### config.mk
export PLATFORM = sky130hd
export DESIGN_NAME = regfile_write_arbiter
export DESIGN_NICKNAME = d
export VERILOG_FILES = /design/src/rtl/regfile_write_arbiter.sv
export SDC_FILE = /design/constraint.sdc
export NUM_CORES = 1
export LEC_CHECK = 0
export BUFFER_PORTS_ARGS = -buffer_cell sky130_fd_sc_hd__clkbuf_2
export CORE_AREA = 8 8 78 80
export CTS_BUF_LIST = sky130_fd_sc_hd__clkbuf_2
export CTS_CLUSTER_DIAMETER = 50
export CTS_CLUSTER_SIZE = 14
export DETAILED_ROUTE_END_ITERATION = 8
export DIE_AREA = 0 0 86 88
export PLACE_DENSITY = 0.85
export SLEW_MARGIN = 0
export SYNTH_ARGS = -nofsm -noshare
export SYNTH_HDL_FRONTEND = slang
export SYNTH_SLANG_ARGS = --single-unit
### constraint.sdc
create_clock -name Clk -period 4.1 [get_ports Clk]
set_input_delay 1.025 -clock Clk [delete_from_list [all_inputs] [get_ports Clk]]
set_output_delay 1.025 -clock Clk [all_outputs]
set_load 0.05 [all_outputs]
### src/rtl/regfile_write_arbiter.sv
// rtl/regfile_write_arbiter.sv - two-requester round-robin write arbiter driving a register-file write port
module regfile_write_arbiter #(
    parameter int WIDTH  = 32,
    parameter int AWIDTH = 5
) (
    input  logic              Clk,
    input  logic              Rst_n,
    input  logic              ValidA,
    input  logic [AWIDTH-1:0] AddrA,
    input  logic [WIDTH-1:0]  DataA,
    input  logic              ValidB,
    input  logic [AWIDTH-1:0] AddrB,
    input  logic [WIDTH-1:0]  DataB,
    input  logic              Hold,
    output logic              GntA,
    output logic              GntB,
    output logic              RegWrite,
    output logic [AWIDTH-1:0] WriteRegister,
    output logic [WIDTH-1:0]  WriteData,
    input  logic [AWIDTH-1:0] ReadRegister1,
    input  logic [AWIDTH-1:0] ReadRegister2,
    output logic              Pending1,
    output logic              Pending2
);

    logic lastB;
    logic grantA;
    logic grantB;

    // On a tie the requester not granted last wins; Rst_n gates grants so reset is immediate.
    always_comb begin
        grantA = 1'b0;
        grantB = 1'b0;
        if (Rst_n && !Hold) begin
            if (ValidA && (!ValidB || lastB)) begin
                grantA = 1'b1;
            end else if (ValidB) begin
                grantB = 1'b1;
            end
        end
    end

    assign GntA = grantA;
    assign GntB = grantB;

    always_ff @(posedge Clk or negedge Rst_n) begin
        if (!Rst_n) begin
            RegWrite      <= 1'b0;
            WriteRegister <= '0;
            WriteData     <= '0;
            lastB         <= 1'b1;
        end else begin
            RegWrite <= 1'b0;
            if (grantA) begin
                WriteRegister <= AddrA;
                WriteData     <= DataA;
                RegWrite      <= (AddrA != '0);
                lastB         <= 1'b0;
            end else if (grantB) begin
                WriteRegister <= AddrB;
                WriteData     <= DataB;
                RegWrite      <= (AddrB != '0);
                lastB         <= 1'b1;
            end
        end
    end

    // Register 0 is hardwired, so it can never be a pending write target.
    assign Pending1 = RegWrite && (WriteRegister == ReadRegister1) && (WriteRegister != '0);
    assign Pending2 = RegWrite && (WriteRegister == ReadRegister2) && (WriteRegister != '0);

endmodule

==> summary.md, run 1 <==
| Metric | Value |
|---|---|
| Outcome | finished, final reports clean |
| Max-cap violations | 0 |
| Power Internal | 0.6756 mW |
| Max VDD drop | between 0.15 and 0.2 mV |
| Total CTS buffers | 5 |
| # fillers | 438 |
| # diodes | 0 |
| Total vias in the final route | 2312 |
| Pwr Density | between 400 and 500 nW/um^2 |
| Total global-route track usage | 0.1942 |
| Seq cells post-synth | 39 |
| Syn nets | 299 |
| 1st-pass router iterations | 4 |
| Final Net Count | 417 |
| Initial antenna violation count | 0 |
| Cells after Synth | 210 |
| Endpoints failing hold | 0 |
| Worst Setup Start Kind | input port |
| Clock Skews | ~0.014 ns |
| First-pass GRT wire length | 11830 um |
| Mapped cell area | 2310 um^2 |
| Clk_lat worst skew | 0.38 ns |
| Worst path cell trace | clkbuf_2 -> nand3_1 -> inv_1 -> buf_12 |
| Data required, critical path | 3.07 ns |
| Setup WS pre-CTS | between 1 and 1.5 ns |
| Max-slew violations | 0 |
| WL final | 7440 um |
| DR top layer | met4 |
| Boundary pin count | 131 |
| Worst-margin pin slew | 0.6583 ns |
| Drt drc | 0 |
| CP Class | input port to output port |
| Post-layout min period | 3.101 ns |
| Part of the power in the clock network | 0.138 |
| Slew HR | 0.5611 |
| Worst Hold Launch | WriteData[31]$_DFFE_PN0P_ |
| Die Width | between 80 and 90 um |
| Synthesized area per cell | 11.00 um^2 |
| Final setup margin | 0.9987 ns |
| Hold Slack | 0.5388 ns |
| Crit path DAT | 2.08 ns |
| Leakage | around 1.5 nW |
| Grt total ovfl | 0 |
| Vias per inst | 5.794 |
| Starting Density | 0.4702 |
| Port Buf Inserts | 130 |
| Slowest Stage Delay on Critical Path | 0.51 ns |
| Max Freq | ~320 MHz |
| H-tree levels | 2 |
| PnR Total Power | approximately 1.2 mW |
| Multi-input gate area | 1191 um^2 |
| Sequential Power Share | 0.410 |
| Resize count post-CTS | 0 |
| Routed metal-1 wirelength | 2999 um |
| RSZ-0062 raised after global routing | false |
| Post-CTS setup buffers | 0 |
| Layout cells sized above 1 | 0.4529 |
| WP buf/inv | 3 |
| Post-cts hold buffer count | 0 |
| DRT iter0 DRCs | 136 |
| Core Util, Final | 0.6182 |
| Register area | 977.2 um^2 |
| Sw Pwr | roughly 0.57 mW |
| Die Span Y | 88 um |
| CP Max Fanout | between 40 and 50 |
| Combinational Power Share | 0.452 |
| Final setup TNS | 0 ns |
| CTS tree | done |
| Top delay family on crit path | buffers and inverters |
| Global placement routability congestion | 0.8278 |
| Vias in the first global route | 2461 |
| Met3 WL | 590 um |
| Largest net degree at the start of global routing | 42 |
| Worst-path clk slew | 0.18 ns |
| Hold WC Path Type | flop to flop |
| Worst setup EP type | output port |
| Reg2reg start | lastB$_DFFE_PN1P_ |
| Detail Route Antenna Nets | 0 |
| Crit. Startpoint | ValidA |
| Critical path's slowest cell | clkbuf_2 |
| Detailed-route wire length per cell | 18.65 um |
| Die Area | 7568 um^2 |
| CORE AREA | slightly below 5000 um^2 |
| Fraction of the yosys area taken by sequential cells | 0.4231 |
| Sinks on Clock Net | 39 |
| Area grow syn2layout | 31.47% |
| Sw Ratio | 0.4557 |
| Ys Warns | 0 |
| Final setup fails | 0 |
| HPWL after DPL | ~5400 um |
| Root buffer cell | clkbuf_2 |
| Post-synthesis cell type count | 26 |
| WL met2 | 3777 um |
| Std cell rows | 26 |
| Maximum clock path buffer count | 2 |
| Period utilization | 0.7564 |
registers in the layout, summed over array words and instances, names as in the netlist:
register / count
WriteData: 32
WriteRegister: 5
lastB: 1
RegWrite: 1
path summary, 6_finish.rpt:
path	cells after the start	slack (ns)	to
min reg2reg	1	0.54	WriteData[31]$_DFFE_PN0P_
max reg2reg	4	2.51	WriteData[17]$_DFFE_PN0P_
min	1	0.54	WriteData[31]$_DFFE_PN0P_
min in group asynchronous	2	0.71	WriteData[27]$_DFFE_PN0P_
max in group asynchronous	2	3.01	lastB$_DFFE_PN1P_
max	4	1.0	GntA
synth_stat cells, drive strengths merged:
cell type   n  area share
o311a       1      0.0043
nor3b      36        0.12
o21ai       2      0.0060
clkbuf     12       0.020
a221o      36        0.16
dfrtp      38        0.41
and4       36        0.14
inv         2      0.0033
or4         3      0.0098
xor2        4       0.015
o22ai       1      0.0027
o21bai      1      0.0033
nand4b      1      0.0038
nor4        2      0.0054
nor2b       1      0.0060
a21oi       1      0.0022
xnor2       6       0.023
nand3       4      0.0087
buf        14       0.038
nand2b      2      0.0054
nand2       2      0.0033
dfstp       1       0.011
nor2        4      0.0076
logic make-up after synthesis:
| logic type | synth area share |
|---|---|
| xor gates and xnor gates | 0.03792 |
| and+or+nand+nor | 0.3034 |
| buffers and inverters | 0.06121 |
| DFF | 0.4231 |
| AOI/OAI and AO/OA | 0.1744 |
final cells by class:
type                       instances  area share
clock buffer                       7     0.01154
sequential                        39      0.3218
inverter                           2    0.002472
multi-input combinational        143      0.3923
tap                               70     0.02884
timing repair buffer             137      0.2415
clock inverter                     1    0.001648
layer usage:
metal,track usage,vias up
met3,0.05441,6
met4,0.06529,0
met5,0,-
li1,-,1089
met2,0.3436,97
met1,0.2192,1120
cells in the final DEF, fill, tap and decap left out, types with 2 or more instances in the layout:
cell type	count
or4_1	3
inv_1	2
xnor2_1	6
nand2_1	2
xor2_1	4
nand2b_1	2
buf_12	2
buf_4	7
dfrtp_1	38
nand3_1	4
nor3b_1	36
clkbuf_2	135
nor4_1	2
nor2_1	3
and4_1	36
a221o_1	36
per-stage QoR:
stage | std cells | area, um^2
floorplan | 210 | 2310
global placement | 391 | 2997
detailed placement | 391 | 2997
CTS | 399 | 3037
global route | 399 | 3037
finish | 399 | 3037
power groups by stage:
stage | Clock, mW | Sequential (mW) | Combinational (mW)
after CTS | 0.179 | 0.510 | 0.565
after global placement | 0 | 0.514 | 0.556
final | 0.171 | 0.509 | 0.561
after global routing | 0.195 | 0.522 | 0.588
after floorplan | 0 | 0.758 | 0.157
after detailed placement | 0 | 0.518 | 0.565
Power figures use the tool's default switching activity.
==> run 2: changes to the inputs <==
- CORE_AREA: 8 8 78 80 -> 8 8 85 87
- DIE_AREA: 0 0 86 88 -> 0 0 93 95
- PLACE_DENSITY: 0.85 -> 0.75
- clock period: 4.1 -> 2.5 ns (I/O delays scaled with it)
==> run 2 against run 1 <==
Effect of this change: via count rose by 1.1%; final cell count rose by 3.0%; non-clock buffer count rose by 7; setup slack got worse by 0.97 ns; critical endpoint is now Pending1.
==> summary.md, run 2 (same netlist as run 1, synthesis figures left out) <==
| Metric | Value |
|---|---|
| Outcome | finished, final reports clean |
| Area grow syn2layout | 38.68% |
| Leakage | roughly 1.5 nW |
| Root buffer cell | clkbuf_2 |
| Max-cap violations | 0 |
| Die Width | just over 90 um |
| Total vias in the final route | 2338 |
| Drt drc | 0 |
| CTS tree | done |
| Power Internal | 1.328 mW |
| Sw Pwr | ~0.96 mW |
| Vias per inst | 5.689 |
| R2r worst-path depth | 4 |
| RSZ-0062 raised after global routing | true |
| Worst-margin pin slew | 0.5423 ns |
| Port Buf Inserts | between 100 and 150 |
| Final setup margin | 0.03284 ns |
| WL final | 7791 um |
| Boundary pin count | 131 |
| Grt total ovfl | 0 |
| Reg2reg start | lastB$_DFFE_PN1P_ |
| DRT iter0 DRCs | 83 |
| Max FFs per register | 32 |
| Crit path DAT | 1.84 ns |
| Worst path cell trace | or4_4 -> o21ai_4 -> nor4_2 -> buf_4 |
| 1st-pass router iterations | 4 |
| Total CTS buffers | 5 |
| Reg-to-reg endpoint | WriteData[12]$_DFFE_PN0P_ |
| Clk_lat worst skew | 0.40 ns |
| Global placement routability congestion | 0.8426 |
| Data required, critical path | between 1.5 and 2 ns |
| Detail Route Antenna Nets | 0 |
| Sequential Power Share | 0.364 |
| Total global-route track usage | 0.1734 |
| HPWL after DPL | 5708 um |
| Most frequent cells in the layout | clkbuf_2 (132), dfrtp_1 (36), nor3b_1 (36), and4_1 (36), a221o_1 (36) |
| Critical path's slowest cell | or4_4 |
| Maximum clock path buffer count | 2 |
| CORE AREA | around 5800 um^2 |
| Slowest Stage Delay on Critical Path | 0.51 ns |
| Std cell rows | 28 |
| First-pass GRT wire length | 12390 um |
| Final Net Count | 424 |
| Most common cell after layout, fill and taps aside | clkbuf_2 |
| Max Freq | 405.3 MHz |
| PnR Total Power | about 2.3 mW |
| Clock Skews | around 0.028 ns |
| Endpoints failing hold | 0 |
| CP Class | flop to output port |
| WP buf/inv | 1 |
| Layout cells sized above 1 | 0.4851 |
| Slew HR | 0.6385 |
| Sw Ratio | 0.4191 |
| Post-cts hold buffer count | 0 |
| Sinks on Clock Net | 39 |
| R2R setup slack | slightly above 0.9 ns |
| Pwr Density | roughly 710 nW/um^2 |
| Detailed-route wire length per cell | 18.96 um |
| Hold WC Path Type | input port to async pin |
| Period utilization | 0.9869 |
| Worst-path clk slew | approximately 0.22 ns |
| H-tree levels | 2 |
| Biggest registers after layout | WriteData (32), WriteRegister (5) |
| Max-slew violations | 0 |
| Worst Setup Start Kind | flop |
| Die Area | 8835 um^2 |
| Largest net degree at the start of global routing | 40 |
| Worst setup EP type | output port |
| Combinational Power Share | 0.422 |
| Post-layout min period | between 2 and 2.5 ns |
| Core Util, Final | 0.5508 |
| Biggest register | WriteData |
| Max VDD drop | 0.3203 mV |
| Setup WS pre-CTS | 0.2661 ns |
| Starting Density | 0.3972 |
| Part of the power in the clock network | 0.214 |
| Top delay family on crit path | simple AND/OR/NAND/NOR gates |
| CP Max Fanout | 5 |
| # diodes | 0 |
| Final setup fails | 0 |
| Initial antenna violation count | 0 |
| Vias in the first global route | roughly 2500 |
| Die Span Y | ~95 um |
## run 2: cell types whose count changed in the layout (fill, tap and decap cells not counted), sizes merged
cell	delta
bufinv	+2
buf	+9
clkinv	-1
clkbuf	-3
## run 2: cell type report
type / count / area [um^2]
Fill cell: 532 / 2613
Multi-Input combinational cell: 143 / 1229
Sequential cell: 39 / 979.7
Timing Repair Buffer: 144 / 803.3
Tap cell: 75 / 93.84
Clock inverter: 2 / 60.06
Clock buffer: 6 / 30.03
Inverter: 2 / 7.507
## run 2: per-layer routing
metal / global-route usage / vias to the layer above / part of all wire
met2: 0.2840 / 107 / 0.47
met3: 0.06032 / 9 / 0.090
met4: 0.04698 / 0 / 0.013
met1: 0.2117 / 1115 / 0.43
li1: - / 1107 / -
met5: 0 / - / 0
## run 2: power groups by stage
stage          Clock, mW  Sequential [mW]  Combinational, mW
2_1_floorplan          0             1.24              0.262
3_3_place_gp           0            0.843              0.935
3_5_place_dp           0            0.845              0.946
4_1_cts            0.500            0.828              0.964
5_1_grt            0.525            0.850               1.02
6_report           0.490            0.832              0.965
## run 2: what timing repair did
action,4_1_cts,5_1_grt
setup endpoints to repair,2,2
buffers inserted,2,1
resized for setup,5,5
gates cloned,0,0
pin swaps,0,1
hold endpoints to repair,0,0
## run 2: worst max-delay path by stage
stage | start | endpoint | slack, ns | cells past startpoint
floorplan | WriteRegister[1]$_DFFE_PN0P_ | Pending1 | -0.13 | 3
finish | WriteRegister[2]$_DFFE_PN0P_ | Pending1 | 0.03 | 4
detailed placement | WriteRegister[1]$_DFFE_PN0P_ | Pending2 | 0.27 | 4
CTS | WriteRegister[2]$_DFFE_PN0P_ | Pending2 | 0.01 | 4
global placement | WriteRegister[0]$_DFFE_PN0P_ | Pending1 | 0.32 | 4
global route | WriteRegister[2]$_DFFE_PN0P_ | Pending1 | -0.05 | 4
## run 2: per-stage QoR
stage                     instance area (um^2)  setup TNS [ns]  cells  hold slack (ns)
after detailed placement                  3068               0    400           0.4993
after floorplan                           2322         -0.2614    210           0.3294
after CTS                                 3183               0    410           0.2645
after global routing                      3203        -0.08730    411           0.2745
after global placement                    3068               0    400           0.4960
final                                     3203               0    411           0.2598
==> run 3: changes to the inputs <==
- CTS_CLUSTER_DIAMETER: 50 -> default
- CTS_CLUSTER_SIZE: 14 -> 25
- REMOVE_ABC_BUFFERS: default -> 1
==> run 3 against run 2 <==
Effect of this change: global-route usage decreased by 0.82 points; critical endpoint unchanged; non-clock buffer count up 2; clock skew down 0.023 ns; highest routed layer unchanged.
==> summary.md, run 3 (same netlist as run 1, synthesis figures left out) <==
| Metric | Value |
|---|---|
| Outcome | finished, final reports clean |
| Max-cap violations | 0 |
| Largest net degree at the start of global routing | 41 |
| Boundary pin count | 131 |
| Most frequent cells in the layout | clkbuf_2 (132), nor3b_1 (36), and4_1 (36), a221o_1 (36), dfrtp_1 (35) |
| R2r worst-path depth | 4 |
| Biggest registers after layout | WriteData (32), WriteRegister (5) |
| Post-layout min period | 2.421 ns |
| Area grow syn2layout | 35.10% |
| Max-slew violations | 0 |
| Pwr Density | 657.7 nW/um^2 |
| Endpoints failing hold | 0 |
| Core Util, Final | 0.5366 |
| # diodes | 0 |
| Post-cts hold buffer count | 0 |
| Total vias in the final route | roughly 2300 |
| Clk_lat worst skew | around 0.37 ns |
| Biggest register | WriteData |
| Slew HR | 0.6620 |
| Final Net Count | 426 |
| Vias in the first global route | 2452 |
| Max VDD drop | 0.2874 mV |
| Total CTS buffers | 5 |
| Worst setup EP type | output port |
| H-tree levels | 2 |
| Detail Route Antenna Nets | 0 |
| Final setup fails | 0 |
| 1st-pass router iterations | 4 |
| Drt drc | 0 |
| First-pass GRT wire length | 11890 um |
| Crit path DAT | 1.80 ns |
| CP Max Fanout | 2 |
| WL final | about 7500 um |
| Detailed-route wire length per cell | 18.18 um |
| Initial antenna violation count | 0 |
| Layout cells sized above 1 | 0.4734 |
| Multi-input gate area | 1195 um^2 |
| Starting Density | 0.3972 |
| Hold WC Path Type | input port to async pin |
| Die Span Y | roughly 95 um |
| Reg2reg start | lastB$_DFFE_PN1P_ |
| Vias per inst | 5.603 |
| CP Class | flop to output port |
| Port Buf Inserts | 130 |
| Die Area | 8835 um^2 |
| Worst-path clk slew | between 0.15 and 0.2 ns |
| CTS tree | done |
| Grt total ovfl | 0 |
| Sinks on Clock Net | 39 |
| Final setup TNS | 0 ns |
| Maximum clock path buffer count | 2 |
| Global placement routability congestion | 0.8688 |
| DRT iter0 DRCs | 85 |
| Root buffer cell | clkbuf_2 |
| CORE AREA | ~5800 um^2 |
| Crit. Startpoint | WriteRegister[0]$_DFFE_PN0P_ |
| Die Width | 93 um |
| Worst-margin pin slew | ~0.5 ns |
| # fillers | ~550 |
| Std cell rows | 28 |
| Max FFs per register | 32 |
| PnR Total Power | a little over 2 mW |
| Leakage | 1.501 nW |
| Max Freq | 413.1 MHz |
| Most common cell after layout, fill and taps aside | clkbuf_2 |
| Data required, critical path | approximately 1.9 ns |
| Hold Slack | 0.3363 ns |
| Worst Setup Start Kind | flop |
| Total global-route track usage | 0.1652 |
| Clock Skews | 0.005796 ns |
| HPWL after DPL | 5557 um |
| Register area | 980.9 um^2 |
| Period utilization | 0.9682 |
==> run 3: cell types whose count changed in the layout (fill, tap and decap cells not counted), moves of 2 or more <==
cell,delta
buf_4,+3
bufinv_16,-2
clkinv_1,+2
nor4_1,+2
nor4_2,-2
==> run 3: layout make-up <==
type | instances | area share
inverters | 2 | 0.002406
multi-input cells | 143 | 0.3829
well taps | 75 | 0.03007
repair buffers | 146 | 0.2582
clock inverters | 2 | 0.002406
clock buffers | 6 | 0.009623
flip-flops and latches | 39 | 0.3144
==> run 3: path summary, 6_finish.rpt <==
| check | end | slack (ns) |
|---|---|---|
| min in group Clk | RegWrite$_DFF_PN0_ | 0.53 |
| min reg2reg | WriteData[24]$_DFFE_PN0P_ | 0.54 |
| max | Pending1 | 0.08 |
| min | WriteData[26]$_DFFE_PN0P_ | 0.34 |
| max reg2reg | WriteData[9]$_DFFE_PN0P_ | 0.93 |
| max in group asynchronous | WriteRegister[2]$_DFFE_PN0P_ | 1.80 |
==> run 3: timing repair <==
action / in CTS / in global routing
endpoints found under the setup margin: 2 / 2
resized for setup: 5 / 4
buffers inserted: 2 / 2
==> run 3: stage by stage <==
step | cell area [um^2] | std cells | worst slack, ns
finish | 3120 | 413 | 0.07941
global route | 3120 | 413 | -0.007030
CTS | 3100 | 411 | 0.0004814
detailed placement | 3040 | 401 | 0.2645
global placement | 3040 | 401 | 0.3007
floorplan | 2176 | 184 | -0.6604
==> run 3: power by group <==
part | total [mW] | switching, mW | internal (mW)
Combinational | 0.955 | 0.652 | 0.304
Sequential | 0.830 | 0.0790 | 0.751
Clock | 0.267 | 0.199 | 0.0676
Total | 2.05 | 0.930 | 1.12
==> run 3: worst max-delay path: stages (launching register included) <==
cell and delay, ns:
dfrtp_2 0.43, or4_1 0.56, o21ai_2 0.17, nor4_1 0.08, buf_4 0.19
==> run 3: routing by layer <==
metal  wire length [um]  global-route usage  share of wire
met1               3075              0.1979           0.41
met2               3649              0.2763           0.49
met3                729             0.05635          0.097
met4                 55             0.04430         0.0073
met5                  0                   0              0
